File: src/rtl/voice_sample_buffer_pkg.sv
// voice_pkg: shared state encoding and frame geometry for the voice sample buffer
package voice_pkg;
  typedef enum logic [1:0] {IDLE, FILL, HOLD, DRAIN} buf_state_t;
  localparam int VOICE_FRAME_DEPTH = 128;
  localparam int VOICE_SAMPLE_W = 8;
endpackage

File: src/rtl/voice_sample_buffer_mem.sv
// voice_sample_mem: DEPTH x WIDTH simple dual-port RAM, 1-cycle registered read, array not reset
// ports: clk; we/waddr/wdata write port; raddr in, rdata out one cycle later
module voice_sample_mem import voice_pkg::*; #(
  parameter int WIDTH = VOICE_SAMPLE_W,
  parameter int DEPTH = VOICE_FRAME_DEPTH,
  localparam int ADDR_W = $clog2(DEPTH)
) (
  input  logic              clk,
  input  logic              we,
  input  logic [ADDR_W-1:0] waddr,
  input  logic [WIDTH-1:0]  wdata,
  input  logic [ADDR_W-1:0] raddr,
  output logic [WIDTH-1:0]  rdata
);
  logic [WIDTH-1:0] mem [DEPTH];
  always_ff @(posedge clk) begin
    if (we) mem[waddr] <= wdata;
    rdata <= mem[raddr];
  end
endmodule

File: src/rtl/voice_sample_buffer.sv
// voice_sample_buffer: captures one frame of recorder bytes, holds it, then streams it out over valid/ready
// ports: clk, reset_L (async active-low); start arms a fill; wr_en/wr_data sample strobe;
//        drain starts streaming a held frame; out_valid/out_ready/out_data/out_last stream;
//        full, busy, overrun (sticky), fill_count, done (1-cycle end-of-drain pulse)
// build option: VOICE_SAMPLE_BUF_POPCOUNT_EN stores the popcount of each byte instead of the raw byte
module voice_sample_buffer import voice_pkg::*; #(
  parameter int WIDTH = VOICE_SAMPLE_W,
  parameter int DEPTH = VOICE_FRAME_DEPTH,
  localparam int ADDR_W = $clog2(DEPTH)
) (
  input  logic              clk,
  input  logic              reset_L,
  input  logic              start,
  input  logic              wr_en,
  input  logic [WIDTH-1:0]  wr_data,
  input  logic              drain,
  output logic              out_valid,
  input  logic              out_ready,
  output logic [WIDTH-1:0]  out_data,
  output logic              out_last,
  output logic              full,
  output logic              busy,
  output logic              overrun,
  output logic [ADDR_W:0]   fill_count,
  output logic              done
);
  localparam logic [ADDR_W:0] FULL_CNT = (ADDR_W+1)'(DEPTH);
  localparam logic [ADDR_W:0] LAST_CNT = (ADDR_W+1)'(DEPTH-1);
  buf_state_t state, state_nx;
  logic [ADDR_W-1:0] wr_ptr, out_cnt;
  logic [ADDR_W:0] rd_ptr;
  logic [WIDTH-1:0] wdata, rdata, pf_data;
  logic [1:0] occ;
  logic we, re, pop, hold, last_hs, rd_pend, pf_valid;
`ifdef VOICE_SAMPLE_BUF_POPCOUNT_EN
  always_comb begin
    wdata = '0;
    for (int i = 0; i < WIDTH; i++) wdata = wdata + WIDTH'(wr_data[i]);
  end
`else
  assign wdata = wr_data;
`endif
  assign we = state == FILL && wr_en && !start;
  assign pop = out_valid && out_ready;
  assign hold = out_valid && !out_ready;
  assign out_last = out_valid && out_cnt == ADDR_W'(DEPTH-1);
  assign last_hs = pop && out_last;
  assign busy = state == FILL || state == DRAIN;
  // items held or in flight after this cycle's pop; a read is issued only if its data will have a slot
  assign occ = {1'b0, out_valid} + {1'b0, pf_valid} + {1'b0, rd_pend} - {1'b0, pop};
  // the first read goes out in the drain cycle itself so data reaches the output two cycles later
  assign re = !start && ((state == HOLD && drain) ||
                         (state == DRAIN && rd_ptr != FULL_CNT && occ < 2'd2));
  voice_sample_mem #(.WIDTH(WIDTH), .DEPTH(DEPTH)) u_mem (
    .clk(clk), .we(we), .waddr(wr_ptr), .wdata(wdata),
    .raddr(rd_ptr[ADDR_W-1:0]), .rdata(rdata)
  );
  always_comb begin
    state_nx = start ? FILL :
               (we && fill_count == LAST_CNT) ? HOLD :
               (state == HOLD && drain) ? DRAIN :
               (state == DRAIN && last_hs) ? IDLE : state;
  end
  always_ff @(posedge clk or negedge reset_L)
    if (!reset_L) state <= IDLE;
    else state <= state_nx;
  always_ff @(posedge clk or negedge reset_L) begin
    if (!reset_L) begin
      wr_ptr <= '0;
      rd_ptr <= '0;
      out_cnt <= '0;
      fill_count <= '0;
      full <= 1'b0;
      overrun <= 1'b0;
      done <= 1'b0;
      rd_pend <= 1'b0;
      pf_valid <= 1'b0;
      pf_data <= '0;
      out_valid <= 1'b0;
      out_data <= '0;
    end else if (start) begin
      wr_ptr <= '0;
      rd_ptr <= '0;
      out_cnt <= '0;
      fill_count <= '0;
      full <= 1'b0;
      overrun <= 1'b0;
      done <= 1'b0;
      rd_pend <= 1'b0;
      pf_valid <= 1'b0;
      out_valid <= 1'b0;
    end else begin
      done <= last_hs;
      rd_pend <= re;
      if (re) rd_ptr <= rd_ptr + (ADDR_W+1)'(1);
      if (we) wr_ptr <= wr_ptr + ADDR_W'(1);
      if (we) fill_count <= fill_count + (ADDR_W+1)'(1);
      if (we && fill_count == LAST_CNT) full <= 1'b1;
      if (wr_en && (state == HOLD || state == DRAIN)) overrun <= 1'b1;
      if (pop) out_cnt <= out_cnt + ADDR_W'(1);
      // output register refills from the prefetch entry first, then from the arriving read
      out_valid <= hold || pf_valid || rd_pend;
      if (!hold && (pf_valid || rd_pend)) out_data <= pf_valid ? pf_data : rdata;
      pf_valid <= hold ? (pf_valid || rd_pend) : (pf_valid && rd_pend);
      if (rd_pend && (hold ? !pf_valid : pf_valid)) pf_data <= rdata;
      if (last_hs) begin
        full <= 1'b0;
        fill_count <= '0;
        rd_ptr <= '0;
      end
    end
  end
endmodule

File: config.mk
export PLATFORM = sky130hd
export DESIGN_NAME = voice_sample_buffer
export DESIGN_NICKNAME = d
export VERILOG_FILES = /design/src/rtl/voice_sample_buffer_pkg.sv /design/src/rtl/voice_sample_buffer_mem.sv /design/src/rtl/voice_sample_buffer.sv
export SDC_FILE = /design/constraint.sdc
export NUM_CORES = 1
export LEC_CHECK = 0
export ABC_AREA = 1
export ABC_CLOCK_PERIOD_IN_PS = 3000
export CORE_MARGIN = 2
export CORE_UTILIZATION = 50
export DETAILED_ROUTE_END_ITERATION = 12
export PLACE_DENSITY = 0.73
export SYNTH_ARGS = -nofsm -noshare
export SYNTH_HDL_FRONTEND = slang
export SYNTH_SLANG_ARGS = --single-unit
File: constraint.sdc
create_clock -name clk -period 3 [get_ports clk]
set_input_delay 0.3 -clock clk [delete_from_list [all_inputs] [get_ports clk]]
set_output_delay 0.3 -clock clk [all_outputs]
set_load 0.005 [all_outputs]
After elaboration in Yosys (flattened, before gate mapping)
Memories as Yosys holds them, arrays and structs flattened. A register that Yosys moved wholly into a read port is not among the register bits.
Cells that the tools add are included.
W data, S select, Z words.
Word-level totals
  logic and storage cells: 92
  RAM bits: 1024
  flip-flop bits (word level): 54
  output and inout port bits: 22
  memories kept: 1
Operators by class
  reduce and logical (&&, ||, !) cells: 35
  equality and inequality tests: 6
  magnitude comparators: 1
  bitwise gates (word level): 1
  $add $sub $neg: 7
  muxes and demuxes: 28
Memories
  u_mem.mem: words 128, width 8, read ports 1, clocked after Yosys merged registers in 1, write ports 1, RTL line voice_sample_buffer_mem.sv:15  | logic [WIDTH-1:0] mem [DEPTH];
Operators by type and width (count)
  $mux W8: 7
  $mux W7: 4
  $add A8 B1 Y8 const B: 2
  $logic_and A1 B1 Y1: 16
  $add A7 B1 Y7 const B: 2
  $mux W1: 13
  $reduce_bool A3 Y1: 3
  $eq A8 B7 Y1 const B: 1
  $mux W2: 4
  $ne A8 B8 Y1 const B: 1
  $eq A7 B7 Y1 const B: 1
  $logic_or A1 B1 Y1: 6
  $reduce_bool A2 Y1: 3
  $eq A2 B2 Y1 const B: 2
  $logic_not A1 Y1: 4
  $reduce_and A2 Y1: 2
  $reduce_bool A4 Y1: 1
  $add A1 B1 Y2: 1
  $add A2 B1 Y2: 1
  $eq A2 B1 Y1 const B: 1
  $lt A2 B2 Y1 const B: 1
  $sub A2 B1 Y2: 1
  $not A1 Y1: 1

Longest topological paths before layout
  word-level depth: 10
  gate-level depth with buffers: 16
  gate-level depth less buffers: 13

Cells and area by module
From an unflattened synthesis, not the netlist that was laid out.
Unflattened totals
  cells, all modules: 3943
  area total of the unflattened synthesis: 44985.6 um^2
Modules (own cells, without submodules)
  voice_sample_mem: seq. area each 30909.6 um^2, area an instance 42104.1 um^2, instances 1, cells an instance 3575
  voice_sample_buffer: seq. area each 1351.3 um^2, area an instance 2881.5 um^2, instances 1, cells an instance 368

Worst setup path before layout
No wires, ideal clock.
  kind: reg-to-reg
  start: register out_valid
  end: register rd_ptr[5]
  path slack: 0.774 ns
  cell stages (with the launch flop): 14
  arrival: 2.141 ns
  cells stage by stage: dfrtp_1 -> nand2_1 -> inv_1 -> ha_1 -> inv_1 -> ha_1 -> a21oi_1 -> xor2_1 -> nand3b_1 -> nand2_1 -> inv_1 -> nor2_1 -> nand2_1 -> a21boi_0
On the way
  cells in the longest elaborated chain, start to end: 8
  elaborated cells on any way between the ends: 13
  classes of those cells: add/sub: 3; order compare: 1; mux: 2; reduce/logical: 7
Ends and longest elaborated chain
  start, declared: RTL line voice_sample_buffer.sv:17  | output logic out_valid,
  start signal, assigned: RTL line voice_sample_buffer.sv:102  | out_valid <= hold || pf_valid || rd_pend;
  $add A1 B1 Y2: RTL line voice_sample_buffer.sv:50  | assign occ = {1'b0, out_valid} + {1'b0, pf_valid} + {1'b0, rd_pend} - {1'b0, pop};
  $add A2 B1 Y2: RTL line voice_sample_buffer.sv:50
  $sub A2 B1 Y2: RTL line voice_sample_buffer.sv:50
  $lt A2 B2 Y1: RTL line voice_sample_buffer.sv:53  | (state == DRAIN && rd_ptr != FULL_CNT && occ < 2'd2));
  $logic_and A1 B1 Y1: RTL line voice_sample_buffer.sv:53
  $logic_or A1 B1 Y1: RTL line voice_sample_buffer.sv:52  | assign re = !start && ((state == HOLD && drain) ||
  $logic_and A1 B1 Y1: RTL line voice_sample_buffer.sv:52
  $reduce_bool A3 Y1 (no source line)
  end signal, assigned: RTL line voice_sample_buffer.sv:95  | if (re) rd_ptr <= rd_ptr + (ADDR_W+1)'(1);
  end, declared: RTL line voice_sample_buffer.sv:31  | logic [ADDR_W:0] rd_ptr;
Parallel ways exist; a longest one is shown, timed or not.
A chain may end at the register's enable or synchronous reset.

Worst setup path after layout
  start: register out_cnt[0]
  end: output out_last
On the way
  cells in the longest elaborated chain, start to end: 2
Ends and longest elaborated chain
  start, declared: RTL line voice_sample_buffer.sv:30  | logic [ADDR_W-1:0] wr_ptr, out_cnt;
  start signal, assigned: RTL line voice_sample_buffer.sv:100  | if (pop) out_cnt <= out_cnt + ADDR_W'(1);
  $eq A7 B7 Y1: RTL line voice_sample_buffer.sv:46  | assign out_last = out_valid && out_cnt == ADDR_W'(DEPTH-1);
  $logic_and A1 B1 Y1: RTL line voice_sample_buffer.sv:46
  end, declared: RTL line voice_sample_buffer.sv:20  | output logic out_last,
No other way between the ends.

==> run metrics <==
# IOs 36; CP required around 2.7 ns; Hold Crit Start wr_data[6]; Tot GR Track Use 23.8%; fill count 7436; H-tree depth 3; Crit Path Class reg2out; post-synth top area share 65.9%; r2r endpoint u_mem.rdata[1]$_DFF_P_; final hold violations 0; final setup fails 0; Final nets between 4000 and 5000; r2r setup slk 0.40 ns; fin worst setup slack 0.327 ns; register area share after synthesis 69.1%; Crit-path slowest cell clkdlybuf4s50_1; vias per inst roughly 5.3; synthesized flop and latch total 1086; unrepaired setup endpoints after global routing no; RePlAce Congestion 0.889; Hold Path Depth 1; CTS Buffer Depth 3; count of cell types in the netlist 35; Clock Latency Late Sink 0.69 ns; ant diodes 0; status finished clean; Clock Skew 0.0351 ns; FP Rows ~110; Setup TNS 0 ns; CTS buffer count approximately 110; Final period util 89.1%; crit-path most repeated cell nand2_1; CTS Sinks 1086; Ys Warns 0; Core ar. 92900 um2; Hold Crit Class in2reg; die width between 300 and 400 um; R2R Path Start rd_ptr[0]$_DFFE_PN0P_; CP cell instances ha_1 > nand2_1 > nor3_1 > nand2_1 > nor2_1 > clkdlybuf4s50_1; max-slew violations 0; CP arrival 2.37 ns; first-pass GRT wire length ~180000 um; via count 32000; largest net degree at the start of global routing 129; dpl ws roughly 0.27 ns; Worst Max-Slew Pin Slew roughly 0.8 ns; Root Driver clkbuf_16; f_max 374 MHz; main area contributors after synthesis edfxtp_1 (66%), nand2_1 (15%), inv_1 (4.1%); Die ar. around 96000 um2; Worst-path clk slew 0.06 ns; Initial Util between 50% and 60%; Mapped Nets 4622; vias in the first global route 30600; WP buf/inv 1; max_slew headroom 46.2%; Syn Area/Cell 10.1 um2; antenna violations before repair 0; CTS tree done; worst vdd ir between 0.0004 and 0.0005 V; max cap viols 0; pwr dens between 500 and 600 nW/um2; kind of end point of the critical path output pin; Area Overhead vs Synth 13.5%; total grt overflow 0; Post-Route WL 114000 um; Reg2Reg Depth 14; HPWL after DPL 66500 um; largest area contributor in the netlist edfxtp_1; First-pass DRT Iterations 6; CP Launch Type flop; Avg WL per Cell about 19 um; min cycle time layout 2.67 ns; Synth Instances 4600; Initial DRC Count roughly 3800; synthesized cell area 46700 um2; max incr delay on CP around 0.56 ns; Die Height 309 um; CP max FO 3; Static Leakage 21.8 nW; layout cell share with drive strength beyond 1 8.10%; critical path's top delay family simple AND/OR/NAND/NOR gates; Post-DRT Antenna Nets 0; Remaining DRCs 0; worst hold endpoint u_mem.mem[20][6]$_DFFE_PP_; number of port buffers 35
[state kept, by name, summed over array words and instances, names as in the netlist, 2 cells and up]
name and count:
out_data 8, u_mem.mem 1024, pf_data 8, rd_ptr 8
fill_count 8, out_cnt 7, wr_ptr 7, u_mem.rdata 8
state 2
[per-layer routing]
layer  track usage (%)  up-vias  share of wire [%]  routed length, um
li1                  -    15200                  -                  -
met1              32.4    15100                 40              46100
met2              38.2     1433                 47              53300
met3              4.13      253                8.9              10100
met4              9.98        0                3.8               4350
met5                 0        -                  0                  0
[logic make-up (layout without fill, tap and decap cells)]
group	count (synthesis)	after routing	share of synthesized area (%)
and+or+nand+nor	2560	2560	21.7
DFF	1086	1086	69.1
buffers and inverters	727	954	6.48
AOI/OAI and AO/OA	214	214	2.40
adders and majority gates	8	8	0.215
xor gates and xnor gates	5	5	0.0939
[what timing repair did]
action                    4_1_cts  5_1_grt
hold buffers                    2        0
hold endpoints to repair       30        0
resized for setup               0        0
setup buffers                   0        0
[synthesized netlist by cell type (all sizes together)]
master and n:
o21ai 140, a221oi 1, clkinv 3, nor3 10, o21bai 1, inv 506
dfrtp 54, o211ai 1, dfxtp 8, xor2 3, nor2 392, a21oi 53
edfxtp 1024, nand3b 4, a22o 1, nand3 340, a21boi 2, a211oi 1
clkbuf 46, o21a 9, a31oi 1, nand2 1803, xnor2 2, nand4 11
buf 172, ha 8, o22ai 4
[cells in the final DEF, fill, tap and decap left out, drive strengths merged, types with 6 or more instances in the layout]
cell	synthesis	routed
nor2	392	392
clkinvlp	0	6
a21oi	53	53
nand3	340	340
clkbuf	46	119
dfxtp	8	8
nand2	1803	1803
clkinv	3	59
o21a	9	9
o21ai	140	140
dfrtp	54	54
ha	8	8
clkdlybuf4s50	0	26
nor3	10	10
nand4	11	11
buf	172	221
edfxtp	1024	1024
inv	506	511
bufinv	0	10
[worst max path at each step]
stage	start	cells after the start	endpoint
2_1_floorplan	out_valid$_DFF_PN0_	13	rd_ptr[5]$_DFFE_PN0P_
3_3_place_gp	wr_en	9	u_mem.mem[40][3]$_DFFE_PP_
3_5_place_dp	wr_en	7	u_mem.mem[112][2]$_DFFE_PP_
4_1_cts	out_cnt[0]$_DFFE_PN0P_	6	out_last
5_1_grt	out_cnt[0]$_DFFE_PN0P_	6	out_last
6_report	out_cnt[0]$_DFFE_PN0P_	6	out_last
[worst reg2reg max path, delay by kind of cell, from the launching register on]
family / cells / cell delay [ns]
flops: 1 / 0.61
buf+inv: 3 / 0.78
simple gates: 11 / 1.09
[per-stage QoR]
| stage | instance area [um2] | std cells | hold WS (ns) | util [%] | power, W |
|---|---|---|---|---|---|
| floorplan | 46700 | 4600 | 0.00441 | - | 0.0170 |
| detailed placement | 49500 | 5883 | 0.364 | 53.3 | 0.0174 |
| CTS | 53000 | 6081 | 0.0852 | 57.0 | 0.0304 |
| global placement | 49500 | 5883 | 0.359 | 53.3 | 0.0174 |
| finish | 53000 | 6081 | 0.0958 | 57.0 | 0.0302 |
| global route | 53000 | 6081 | 0.109 | 57.0 | 0.0310 |
[report_power, final]
part	switching, W	internal, W
logic	0.000385	0.000104
clock network	0.00572	0.00741
registers	0.0000182	0.0166
[area by class of cell]
type	instances	area, um2	share of cell area (%)
sequential	1086	32300	60.9
multi-input combinational	2787	11400	21.5
clock buffer	119	2720	5.14
timing repair buffer	249	2370	4.48
inverter	509	1930	3.64
tap	1254	1570	2.96
clock inverter	77	718	1.36
Power figures use the tool's default switching activity.
